File: config.mk
export PLATFORM = sky130hd
export DESIGN_NAME = mcdf_formatter
export DESIGN_NICKNAME = d
export VERILOG_FILES = /design/src/rtl/mcdf_pkg.sv /design/src/rtl/mcdf_fmt_elig.sv /design/src/rtl/mcdf_formatter.sv
export SDC_FILE = /design/constraint.sdc
export NUM_CORES = 1
export LEC_CHECK = 0
export BUFFER_PORTS_ARGS = -buffer_cell sky130_fd_sc_hd__buf_4
export CAP_MARGIN = 25
export CORE_ASPECT_RATIO = 0.75
export CORE_MARGIN = 2
export CORE_UTILIZATION = 39
export DETAILED_ROUTE_END_ITERATION = 8
export GPL_TIMING_DRIVEN = 0
export PLACE_DENSITY = 0.81
export SYNTH_ARGS = -nofsm -noshare
export SYNTH_HDL_FRONTEND = slang
export SYNTH_SLANG_ARGS = --single-unit
export TNS_END_PERCENT = 1
File: constraint.sdc
create_clock -name clk_i -period 2.2 [get_ports clk_i]
set_input_delay 0.22 -clock clk_i [delete_from_list [all_inputs] [get_ports clk_i]]
set_output_delay 0.22 -clock clk_i [all_outputs]
set_load 0.01 [all_outputs]
File: src/rtl/mcdf_pkg.sv
// -----------------------------------------------------------------------------
// mcdf_pkg
// Shared definitions for the MCDF formatter slice: channel count, formatter
// FSM state encoding, packet length-select encodings and small helpers.
// -----------------------------------------------------------------------------
package mcdf_pkg;

  localparam int NUM_CH = 4;

  typedef enum logic [1:0] {
    ST_IDLE     = 2'd0,
    ST_WAIT_WIN = 2'd1,
    ST_REQ      = 2'd2,
    ST_SEND     = 2'd3
  } fmt_state_e;

  typedef enum logic [1:0] {
    LEN_SEL_4  = 2'b00,
    LEN_SEL_8  = 2'b01,
    LEN_SEL_16 = 2'b10,
    LEN_SEL_32 = 2'b11
  } len_sel_e;

  // Packet length in words for a 2-bit length select.
  function automatic int unsigned len_decode(input logic [1:0] sel);
    int unsigned len;
    case (sel)
      LEN_SEL_4:  len = 4;
      LEN_SEL_8:  len = 8;
      LEN_SEL_16: len = 16;
      default:    len = 32;
    endcase
    return len;
  endfunction

  // Index of the set bit of a one-hot channel vector (caller guarantees one-hot).
  function automatic logic [1:0] onehot_to_idx(input logic [NUM_CH-1:0] vec);
    logic [1:0] idx;
    idx = '0;
    for (int n = 0; n < NUM_CH; n++) begin
      if (vec[n]) idx = 2'(n);
    end
    return idx;
  endfunction

endpackage

File: src/rtl/mcdf_fmt_elig.sv
// -----------------------------------------------------------------------------
// mcdf_fmt_elig
// Per-channel packet length decode and eligibility: a channel may request
// arbitration when it is enabled and its FIFO holds at least one full packet.
// Purely combinational.
//
// Ports:
//   ch_en_i       per-channel enable
//   ch_len_sel_i  2-bit length select per channel, ch n at [2n+1:2n]
//   ch_level_i    FIFO fill level per channel, ch n at [LW*n +: LW]
//   ch_len_o      decoded packet length per channel, ch n at [LW*n +: LW]
//   elig_o        per-channel eligibility (arbiter request vector)
// -----------------------------------------------------------------------------
module mcdf_fmt_elig
  import mcdf_pkg::*;
#(
  parameter int LW = 6
) (
  input  logic [NUM_CH-1:0]    ch_en_i,
  input  logic [2*NUM_CH-1:0]  ch_len_sel_i,
  input  logic [NUM_CH*LW-1:0] ch_level_i,
  output logic [NUM_CH*LW-1:0] ch_len_o,
  output logic [NUM_CH-1:0]    elig_o
);

  // NOTE: every combinational output gets a default before any conditional
  // or looped assignment, so no path leaves it unassigned and no latch forms.
  always_comb begin
    ch_len_o = '0;
    elig_o   = '0;
    for (int n = 0; n < NUM_CH; n++) begin
      ch_len_o[n*LW +: LW] = LW'(len_decode(ch_len_sel_i[2*n +: 2]));
      elig_o[n] = ch_en_i[n] && (ch_level_i[n*LW +: LW] >= ch_len_o[n*LW +: LW]);
    end
  end

endmodule

File: src/rtl/mcdf_formatter.sv
// -----------------------------------------------------------------------------
// mcdf_formatter
// Consumer side of the MCDF 4-channel arbiter. Requests arbitration for every
// channel holding a full packet, takes the registered one-hot winner, then
// drains exactly one packet from that channel's show-ahead FIFO and streams it
// downstream (req/grant, then valid/ready with start/end markers).
//
// Ports:
//   clk_i, rst_n_i            clock, async active-low reset
//   ch_en_i, ch_len_sel_i     channel enables and length selects
//   ch_level_i, ch_data_i     FIFO levels and head words (show-ahead)
//   ch_pop_o                  one-hot FIFO pop, one word per accepted beat
//   arb_req_vec_o             eligibility vector to the arbiter
//   arb_trigger_o             one-cycle arbitration start pulse
//   arb_win_vec_i             registered winner, valid the cycle after trigger
//   fmt_req_o/fmt_grant_i     packet request handshake
//   fmt_chid_o/fmt_length_o   channel id and length of the current packet
//   fmt_valid_o/fmt_ready_i   beat handshake, fmt_data_o beat data
//   fmt_start_o/fmt_end_o     first/last beat markers (qualified by valid)
//   fmt_idle_o                FSM idle
//   err_o                     sticky: winner was not one-hot
// -----------------------------------------------------------------------------
module mcdf_formatter
  import mcdf_pkg::*;
#(
  parameter int DW = 32,
  parameter int LW = 6
) (
  input  logic                 clk_i,
  input  logic                 rst_n_i,
  input  logic [NUM_CH-1:0]    ch_en_i,
  input  logic [2*NUM_CH-1:0]  ch_len_sel_i,
  input  logic [NUM_CH*LW-1:0] ch_level_i,
  input  logic [NUM_CH*DW-1:0] ch_data_i,
  output logic [NUM_CH-1:0]    ch_pop_o,
  output logic [NUM_CH-1:0]    arb_req_vec_o,
  output logic                 arb_trigger_o,
  input  logic [NUM_CH-1:0]    arb_win_vec_i,
  output logic                 fmt_req_o,
  input  logic                 fmt_grant_i,
  output logic [1:0]           fmt_chid_o,
  output logic [LW-1:0]        fmt_length_o,
  output logic                 fmt_valid_o,
  input  logic                 fmt_ready_i,
  output logic [DW-1:0]        fmt_data_o,
  output logic                 fmt_start_o,
  output logic                 fmt_end_o,
  output logic                 fmt_idle_o,
  output logic                 err_o
);

  logic [NUM_CH-1:0]    elig;
  logic [NUM_CH*LW-1:0] ch_len;
  logic [1:0]           win_idx;
  logic                 win_multi;

  fmt_state_e    state_q, state_d;
  logic [1:0]    chid_q, chid_d;
  logic [LW-1:0] len_q, len_d;
  logic [LW-1:0] cnt_q, cnt_d;
  logic          err_q, err_d;

  mcdf_fmt_elig #(.LW(LW)) u_elig (
    .ch_en_i      (ch_en_i),
    .ch_len_sel_i (ch_len_sel_i),
    .ch_level_i   (ch_level_i),
    .ch_len_o     (ch_len),
    .elig_o       (elig)
  );

  assign arb_req_vec_o = elig;

  // x & (x-1) clears the lowest set bit; anything left means two or more bits.
  assign win_multi = (arb_win_vec_i & (arb_win_vec_i - NUM_CH'(1))) != '0;
  assign win_idx   = onehot_to_idx(arb_win_vec_i);

  // NOTE: state registers use non-blocking assignments so every flop samples
  // the pre-edge value of every other flop, independent of statement order.
  always_ff @(posedge clk_i or negedge rst_n_i) begin
    if (!rst_n_i) begin
      state_q <= ST_IDLE;
      chid_q  <= '0;
      len_q   <= '0;
      cnt_q   <= '0;
      err_q   <= 1'b0;
    end else begin
      state_q <= state_d;
      chid_q  <= chid_d;
      len_q   <= len_d;
      cnt_q   <= cnt_d;
      err_q   <= err_d;
    end
  end

  always_comb begin
    state_d       = state_q;
    chid_d        = chid_q;
    len_d         = len_q;
    cnt_d         = cnt_q;
    err_d         = err_q;
    arb_trigger_o = 1'b0;
    fmt_req_o     = 1'b0;
    fmt_valid_o   = 1'b0;
    fmt_data_o    = '0;
    fmt_start_o   = 1'b0;
    fmt_end_o     = 1'b0;
    ch_pop_o      = '0;

    case (state_q)
      ST_IDLE: begin
        if (|elig) begin
          arb_trigger_o = 1'b1;
          state_d       = ST_WAIT_WIN;
        end
      end

      ST_WAIT_WIN: begin
        if (arb_win_vec_i == '0) begin
          state_d = ST_IDLE;
        end else if (win_multi) begin
          err_d   = 1'b1;
          state_d = ST_IDLE;
        end else begin
          // Channel and length are frozen here for the whole packet.
          chid_d  = win_idx;
          len_d   = ch_len[win_idx*LW +: LW];
          state_d = ST_REQ;
        end
      end

      ST_REQ: begin
        fmt_req_o = 1'b1;
        if (fmt_grant_i) begin
          cnt_d   = '0;
          state_d = ST_SEND;
        end
      end

      ST_SEND: begin
        fmt_valid_o = 1'b1;
        fmt_data_o  = ch_data_i[chid_q*DW +: DW];
        fmt_start_o = (cnt_q == '0);
        fmt_end_o   = (cnt_q == len_q - LW'(1));
        if (fmt_ready_i) begin
          ch_pop_o[chid_q] = 1'b1;
          cnt_d            = cnt_q + LW'(1);
          if (fmt_end_o) state_d = ST_IDLE;
        end
      end

      default: state_d = ST_IDLE;
    endcase
  end

  // Packet descriptors are only meaningful while a packet is being offered.
  assign fmt_chid_o   = (state_q == ST_REQ || state_q == ST_SEND) ? chid_q : '0;
  assign fmt_length_o = (state_q == ST_REQ || state_q == ST_SEND) ? len_q  : '0;
  assign fmt_idle_o   = (state_q == ST_IDLE);
  assign err_o        = err_q;

endmodule

==> reports/results.tsv, run 1 <==
metric	value	unit
outcome	completed	
fin nets	697	
Critical Path Most Common Cell	buf_4	
Clock Pin Slew Worst Setup and Hold Paths	60	ps
syn_area_per_cell	9.22	µm²
Sink Count	15	
ant diodes	0	
crit-path cells	buf_4, buf_8, mux4_2, nor2b_1, buf_4	
post-layout util	69.9	%
setup_tns	0	ps
largest net degree at the start of global routing	16	
Hold Crit Depth	4	
Clock Latency Late Sink	250	ps
die area	0.00719	mm²
Final Cell Area	0.00442	mm²
core area	0.00632	mm²
Port Buffers	223	
1st-iter DRT viols	131	
slowest cell on the critical path	mux4_2	
Min-Delay Startpoint	arb_win_vec_i[0]	
Avg Vias per Cell	5.32	
critical path's top delay family	buffers and inverters	
fillers	521	
WHS Endpoint	chid_q[1]	
Cell Pwr Density	867	mW/mm²
cell count of the worst reg-to-reg path	6	
Final Cycle Share	95.9	%
Yosys reg bits	15	
CTS tree	done	
Reg area	375	µm²
Placement Rows	25	
CTS buffer count	3	
commonest non-fill, non-tap cell in the layout	buf_4	
Worst EP arrival	1890	ps
Die Span Y	74.0	µm
Seq/Total Area, Yosys	14.7	%
endpoints failing setup	0	
Slew Limit Fails	0	
Syn Inst Count	276	
Reg2Reg Capture Point	state_q[0]	
Area Growth Syn to Fin	73.6	%
hpwl dp	9230	µm
post-layout min period	2110	ps
Fin Clk Skew	1.94	ps
Post-CTS Setup Inserts	0	
DRC viols	0	
Routed WL	10600	µm
Clk Tree Root Cell	clkbuf_8	
Max Cap Viol	0	
fmax	474	MHz
Worst Path Buf+Inv	3	
H-tree Lvls	1	
Crit. End Element	primary output	
WP data required	1980	ps
initial antenna violation count	1	
most frequent cells in the layout	buf_4 (228), nor2b_1 (38), mux4_2 (32)	
Die W	97.3	µm
CP peak stage delay	520	ps
Post-DP Area	0.00432	mm²
flop-to-flop setup slack	410	ps
first-pass GRT wire length	15500	µm
share of post-route cells with drive strength above 1	55.4	%
leakage	2.14	nW
synthesized cell area	0.00254	mm²
number of synthesis warnings	0	
slew of the pin with the lowest slew margin	645	ps
RSZ-0062 raised after global routing	true	
library cells used by synthesis	39	
final hold vios	0	
via count	3120	
Slew HR	55.9	%
vias in the first global route	3032	
crit path launch type	flip-flop	
GPL Wtd Cong	0.855	
drt first pass iters	4	
Global Route Usage Sum	27.3	%
critical path class	reg -> out	
Bufs on Longest Clock Path	2	
WL per Instance	18.1	µm
CP Depth	5	
Worst Hold Class	in -> reg	
grt ovf	0	
Max VDD drop	707	µV
Worst Path Max Fanout	10	
IO Pins	227	
initial core utilization	40.3	%
Detail Route Antenna Nets	0	
Crit Reg-Reg Startpoint	len_q[2]	
area of the multi-input gates	0.00202	mm²
layer usage:
layer	share of wire, %	up-vias	GRT usage, %
met4	0.76	2	3.24
met5	0.10	-	0
met3	8.2	16	5.64
met2	49	139	46.1
li1	-	1481	-
met1	42	1482	38.3
sequential cells by signal (all words and copies together), names as in the netlist, named ones only:
signal   cells
cnt_q        6
chid_q       2
state_q      1
len_q        4
err_o        1
cell families after synthesis:
kind of cell / after synthesis / share of synthesized area, %
fa+ha+maj: 19 / 9.34
compound gates: 45 / 11.3
xor+xnor: 11 / 3.79
mux: 33 / 28.7
flops: 15 / 14.7
simple gates: 120 / 25.3
buf+inv: 32 / 6.74
other cells: 1 / 0.147
metrics by stage:
step / std cells / hold slack, ps / setup slack [ps] / total power, W
after floorplan: 277 / -75.6 / 330 / 0.00222
after global placement: 581 / 84.4 / -100 / 0.00347
after detailed placement: 581 / 84.7 / -71.3 / 0.00354
after CTS: 586 / 300 / 2.23 / 0.00382
after global routing: 586 / 352 / -4.97 / 0.00409
final: 586 / 314 / 89.2 / 0.00383
synthesized netlist by cell type, drive strengths merged:
| cell | n | area share (%) |
|---|---|---|
| a22o | 1 | 0.34 |
| mux2i | 1 | 0.39 |
| and2 | 8 | 2.0 |
| o221a | 1 | 0.44 |
| nand2b | 9 | 2.2 |
| nor2b | 38 | 9.3 |
| nand3b | 1 | 0.30 |
| a311oi | 4 | 1.4 |
| xor2 | 6 | 2.1 |
| a221oi | 3 | 1.0 |
| dfrtp | 15 | 15 |
| mux4 | 32 | 28 |
| nor2 | 28 | 4.1 |
| nor3 | 4 | 0.79 |
| xnor2 | 5 | 1.7 |
| o21ai | 17 | 3.3 |
| or3 | 1 | 0.25 |
| buf | 13 | 3.5 |
| and3 | 4 | 0.98 |
| conb | 1 | 0.15 |
| nor3b | 1 | 0.30 |
| nor4 | 4 | 0.98 |
| inv | 13 | 1.9 |
| clkbuf | 6 | 1.3 |
| nand2 | 10 | 1.5 |
| a31oi | 2 | 0.49 |
| o211ai | 2 | 0.59 |
| a2111oi | 3 | 1.0 |
| a21oi | 11 | 2.3 |
| ha | 19 | 9.3 |
| o21bai | 1 | 0.30 |
| nand3 | 10 | 2.0 |
| or2 | 1 | 0.34 |
| nand4 | 1 | 0.25 |
worst register-to-register path, delay by kind of cell, from the launching register on:
kind	cells	cell delay (ps)
simple gates	2	550
xor+xnor	1	180
fa+ha+maj	1	310
buf+inv	1	80
flops	1	400
compound gates	1	130
timing repair:
action	CTS	global route
endpoints found under the hold margin	15	0
setup endpoints to repair	22	15
hold buffers	1	0
pin swaps	0	5
gates resized for setup	5	10
worst max-delay path by stage:
stage	startpoint	endpoint	slack (ps)
4_1_cts	ch_len_sel_i[5]	arb_trigger_o	2
3_3_place_gp	ch_len_sel_i[5]	arb_trigger_o	-100
3_5_place_dp	ch_len_sel_i[5]	arb_trigger_o	-70
2_1_floorplan	ch_len_sel_i[5]	arb_trigger_o	330
6_report	chid_q[0]	fmt_data_o[11]	90
5_1_grt	chid_q[0]	fmt_data_o[23]	-5
area by class of cell:
class                   instances  share of cell area (%)
clock inverters                 1                   0.113
flip-flops and latches         15                    8.50
clock buffers                   3                   0.935
plain buffers                  19                    3.14
inverters                      13                    1.10
well taps                      81                    2.29
multi-input cells             230                    45.8
repair buffers                224                    38.1
power by group:
group	switching [W]	leakage (nW)	internal [W]
clock network	0.000103	0.0255	0.000126
registers	0.000122	0.179	0.000389
logic	0.00144	1.94	0.00165
total	0.00166	2.14	0.00217
No activity file was read; power rests on OpenSTA's default activity.
==> run 2: changes to the inputs <==
--- a/config.mk
+++ b/config.mk
@@ -13,6 +13,7 @@
 export DETAILED_ROUTE_END_ITERATION = 8
 export GPL_TIMING_DRIVEN = 0
 export PLACE_DENSITY = 0.81
+export SKIP_LAST_GASP = 1
 export SYNTH_ARGS = -nofsm -noshare
 export SYNTH_HDL_FRONTEND = slang
 export SYNTH_SLANG_ARGS = --single-unit
==> constraint.sdc (replaced) <==
create_clock -name clk_i -period 2.3 [get_ports clk_i]
set_input_delay 0.115 -clock clk_i [delete_from_list [all_inputs] [get_ports clk_i]]
set_output_delay 0.115 -clock clk_i [all_outputs]
set_load 0.01 [all_outputs]
==> reports/results.tsv, run 2 (same netlist as run 1, synthesis figures left out) <==
metric	value	unit	change
outcome	completed		
H-tree Lvls	1		unchanged
Sink Count	15		unchanged
Bufs on Longest Clock Path	2		unchanged
endpoints failing setup	0		unchanged
Worst EP arrival	2090	ps	+200 ps
Internal	0.00204	W	-5.9%
vias in the first global route	2998		-1.1%
IO Pins	227		unchanged
initial antenna violation count	1		unchanged
P_sw	0.00158	W	-4.9%
Routed WL	10600	µm	-0.12%
Post-Layout Cell Count	586		unchanged
Final Cycle Share	95.7	%	
Clock Pin Slew Worst Setup and Hold Paths	60	ps	about the same
via count	3086		-1.1%
Cell Pwr Density	825	mW/mm²	-4.8%
DRC viols	0		unchanged
core area	0.00632	mm²	unchanged
Clk Tree Root Cell	clkbuf_8		
leakage	2.13	nW	-0.64%
ant diodes	0		unchanged
commonest non-fill, non-tap cell in the layout	buf_4		
Tot Pwr	0.00362	W	-5.5%
Clock Latency Late Sink	250	ps	about the same
GPL Wtd Cong	0.855		unchanged
Top Registers	cnt_q (6), len_q (4), chid_q (2)		
CTS buffer count	3		unchanged
Seq pwr share	13.5	%	+0.2 points
Max VDD drop	660	µV	-6.6%
post-layout min period	2200	ps	
Largest register FFs	6		unchanged
Global Route Usage Sum	27.2	%	-0.082 points
Slew Limit Fails	0		unchanged
Detail Route Antenna Nets	0		unchanged
RSZ-0062 raised after global routing	true		
Worst Path Max Fanout	10		unchanged
WP data required	2180	ps	+200 ps
critical path's top delay family	buffers and inverters		
Max Cap Viol	0		unchanged
Area Growth Syn to Fin	72.4	%	
Avg Vias per Cell	5.27		-1.1%
WL per Instance	18.1	µm	-0.12%
placed cells	581		unchanged
CTS tree	done		
largest net degree at the start of global routing	16		unchanged
crit path launch type	flip-flop		
Slew HR	56.3	%	+0.41 points
1st-iter DRT viols	169		+29%
Port Buffers	223		unchanged
Placement Rows	25		unchanged
Critical Path Most Common Cell	buf_4		
grt ovf	0		unchanged
final hold vios	0		unchanged
Worst Path Buf+Inv	3		unchanged
slowest cell on the critical path	mux4_2		
Largest Register	cnt_q		
Crit. End Element	primary output		
fmax	454	MHz	
CP peak stage delay	540	ps	+20 ps
initial core utilization	40.3	%	unchanged
Worst Hold Class	in -> reg		
Gate power share	80.5	%	-0.2 points
Die W	97.3	µm	unchanged
Die Span Y	74.0	µm	unchanged
slew of the pin with the lowest slew margin	639	ps	-5.96 ps
WHS	212	ps	-102 ps
Fin Clk Skew	1.04	ps	-0.906 ps
most frequent cells in the layout	buf_4 (229), nor2b_1 (38), mux4_2 (32)		
share of post-route cells with drive strength above 1	54.5	%	-0.99 points
switching share of power	43.7	%	+0.28 points
critical path class	reg -> out		
crit-path cells	buf_2, buf_4, mux4_2, nor2b_1, buf_4		
fin nets	697		unchanged
first-pass GRT wire length	15400	µm	-0.31%
hpwl dp	9230	µm	unchanged
clock group share of total power	6.0	%	about the same
drt first pass iters	4		unchanged
die area	0.00719	mm²	unchanged
post-layout util	69.4	%	-0.50 points
run 2: cell types whose count changed in the layout (fill, tap and decap cells not counted):
cell and delta:
buf_6 -1, clkbuf_2 -1, nor4_2 -2, nor4_1 +2, buf_4 +1, nand2_1 +1
o21ai_1 -3, buf_8 -1, o21ai_0 +3, nand2_2 -1, clkbuf_1 +2
run 2: layout make-up:
type | instances | area, µm²
Multi-Input combinational cell | 230 | 2010
Fill cell | 522 | 1930
Timing Repair Buffer | 224 | 1680
Sequential cell | 15 | 375
Buffer | 19 | 123
Tap cell | 81 | 101
Inverter | 13 | 48.8
Clock buffer | 3 | 41.3
Clock inverter | 1 | 5.00
run 2: worst register-to-register path, delay by kind of cell (launching register included):
| kind | cells | cell delay, ps |
|---|---|---|
| XOR/XNOR | 1 | 180 |
| AO/OA/AOI/OAI | 1 | 120 |
| flip-flops | 1 | 400 |
| buffers and inverters | 1 | 80 |
| AND/OR/NAND/NOR | 2 | 500 |
| adder cells (fa/ha/maj) | 1 | 310 |
run 2: routing by layer:
layer  part of all wire (%)  wire (µm)  global-route usage, %  up-vias
met4                   0.72         76                   3.09        2
met5                   0.10         11                      0        -
li1                       -          -                      -     1483
met3                    7.8        826                   5.64       14
met2                     49       5200                   45.7      135
met1                     42       4500                   38.5     1452
run 2: final timing paths:
kind / start / endpoint / slack, ps / depth (start not counted)
max: chid_q[0] / fmt_data_o[11] / 100 / 5
min: arb_win_vec_i[0] / chid_q[1] / 210 / 4
max reg2reg: len_q[2] / state_q[0] / 560 / 6
min reg2reg: err_o / err_o / 480 / 1
max in group asynchronous: rst_n_i / cnt_q[4] / 1890 / 2
min in group asynchronous: rst_n_i / cnt_q[5] / 240 / 2
run 2: what timing repair did:
action	in CTS	in global routing
hold buffers	1	0
hold endpoints to repair	15	0
endpoints found under the setup margin	0	7
resized for setup	0	1
buffers inserted	0	0
run 2: power groups by stage:
stage / Clock, W / Sequential (W) / Combinational [W]
2_1_floorplan: 0 / 0.000464 / 0.00166
3_3_place_gp: 0 / 0.000482 / 0.00284
3_5_place_dp: 0 / 0.000488 / 0.00289
4_1_cts: 0.000222 / 0.000485 / 0.00292
5_1_grt: 0.000231 / 0.000504 / 0.00313
6_report: 0.000219 / 0.000489 / 0.00291
run 2: metrics by stage:
step	worst slack [ps]	TNS (ps)	area [µm²]
after global placement	210	0	4320
after global routing	-34.5	-60.1	4390
after floorplan	598	0	2550
after CTS	70.8	0	4380
final	98.3	0	4390
after detailed placement	239	0	4320
==> run 3: changes to the inputs <==
==> constraint.sdc (replaced) <==
create_clock -name clk_i -period 2.3 [get_ports clk_i]
set_input_delay 0.115 -clock clk_i [delete_from_list [all_inputs] [get_ports clk_i]]
set_output_delay 0.115 -clock clk_i [all_outputs]
set_load 0.02 [all_outputs]
==> reports/results.tsv, run 3 (same netlist as run 1, synthesis figures left out) <==
metric	value	unit	change
Area Growth Syn to Fin	72.5	%	about the same
Max VDD drop	746	µV	+13%
Slew Limit Fails	0		unchanged
Fin Clk Skew	1.04	ps	unchanged
IO Pins	227		unchanged
H-tree Lvls	1		unchanged
Bufs on Longest Clock Path	2		unchanged
Tot Pwr	0.00398	W	+10%
RSZ-0062 raised after global routing	true		
grt ovf	0		unchanged
placed cells	581		unchanged
post-layout min period	2160	ps	-44.4 ps
Final Cycle Share	93.8	%	-1.9 points
critical path's top delay family	buffers and inverters		
Largest register FFs	6		unchanged
die area	0.00719	mm²	unchanged
fin nets	697		unchanged
Post-Layout Cell Count	586		unchanged
Die W	97.3	µm	unchanged
outcome	completed		
first-pass GRT wire length	15400	µm	unchanged
via count	3086		unchanged
CTS tree	done		
commonest non-fill, non-tap cell in the layout	buf_4		
Crit. End Element	primary output		
drt first pass iters	4		unchanged
area of the multi-input gates	0.00201	mm²	unchanged
Cell Pwr Density	908	mW/mm²	+10%
DRC viols	0		unchanged
Worst Path Buf+Inv	3		unchanged
ant diodes	0		unchanged
Worst Path Max Fanout	10		unchanged
initial antenna violation count	1		unchanged
Clk Tree Root Cell	clkbuf_8		
Sink Count	15		unchanged
vias in the first global route	2998		unchanged
Placement Rows	25		unchanged
Largest Register	cnt_q		
WP data required	2180	ps	about the same
CP peak stage delay	430	ps	-110 ps
dpl ws	227	ps	-12.0 ps
Die Span Y	74.0	µm	unchanged
largest net degree at the start of global routing	16		unchanged
Avg Vias per Cell	5.27		unchanged
leakage	2.13	nW	about the same
most frequent cells in the layout	buf_4 (229), nor2b_1 (38), mux4_2 (32)		
crit path launch type	flip-flop		
Global Route Usage Sum	27.2	%	unchanged
Worst Slack Setup Final	143	ps	+44.4 ps
fillers	522		unchanged
Port Buffers	223		unchanged
share of post-route cells with drive strength above 1	54.5	%	unchanged
Top Registers	cnt_q (6), len_q (4), chid_q (2)		
Reg area	375	µm²	unchanged
Clock Latency Late Sink	250	ps	about the same
slew of the pin with the lowest slew margin	639	ps	unchanged
Post-CTS Setup Inserts	0		unchanged
GPL Wtd Cong	0.855		unchanged
Clock Pin Slew Worst Setup and Hold Paths	60	ps	about the same
Slew HR	56.3	%	unchanged
Max Cap Viol	0		unchanged
slowest cell on the critical path	nor4_2		
CTS buffer count	3		unchanged
Worst Hold Class	in -> reg		
crit-path cells	buf_2, nand2_1, clkbuf_1, nor4_2, buf_4		
Routed WL	10600	µm	about the same
hpwl dp	9230	µm	unchanged
final hold vios	0		unchanged
core area	0.00632	mm²	unchanged
1st-iter DRT viols	169		unchanged
critical path class	reg -> out		
WL per Instance	18.1	µm	about the same
Worst EP arrival	2040	ps	-50 ps
initial core utilization	40.3	%	unchanged
fmax	464	MHz	+2.1%
Detail Route Antenna Nets	0		unchanged
endpoints failing setup	0		unchanged
==> run 3: final timing paths <==
check                            startpoint    endpoint  slack, ps  cells after the start
max reg2reg                        len_q[2]  state_q[0]        560                      6
min                        arb_win_vec_i[0]   chid_q[1]        210                      4
max                               flip-flop   fmt_end_o        140                      5
min reg2reg                           err_o       err_o        480                      1
min in group asynchronous           rst_n_i    cnt_q[5]        240                      2
max in group asynchronous           rst_n_i    cnt_q[4]       1890                      2
==> run 3: layout make-up <==
cell class                      instances  area share (%)
Tap cell                               81            2.31
Buffer                                 19            2.85
Clock buffer                            3           0.941
Sequential cell                        15            8.55
Timing Repair Buffer                  224            38.4
Inverter                               13            1.11
Multi-Input combinational cell        230            45.8
Clock inverter                          1           0.114
==> run 3: per-layer routing <==
metal	vias up	routed length (µm)	part of all wire, %	GRT usage, %
met1	1452	4500	42	38.5
met3	14	826	7.8	5.64
met2	135	5200	49	45.7
li1	1483	-	-	-
met5	-	11	0.10	0
met4	2	76	0.72	3.09
==> run 3: worst min-delay path, stage by stage <==
cell and delay (ps):
buf_4 90, nor2_1 50, nor2_1 100, a21oi_1 70
==> run 3: stage by stage <==
step                      cell area, µm²  hold WS, ps  setup TNS, ps  util, %
after floorplan                     2550         -181              0        -
after global placement              4320        -20.6              0     68.4
after detailed placement            4320        -20.3              0     68.4
after CTS                           4380          195              0     69.3
after global routing                4390          247          -7.43     69.5
final                               4390          212              0     69.5
==> run 3: repair_timing <==
item,in CTS,in global routing
hold buffers,1,0
setup endpoints to repair,0,10
gates resized for setup,0,2
endpoints found under the hold margin,15,0
==> run 3: power by group <==
group,total [W],internal [W],leakage (nW),switching [W]
logic,0.00328,0.00157,1.92,0.00171
registers,0.000489,0.000372,0.179,0.000117
clock network,0.000219,0.000120,0.0255,0.0000988
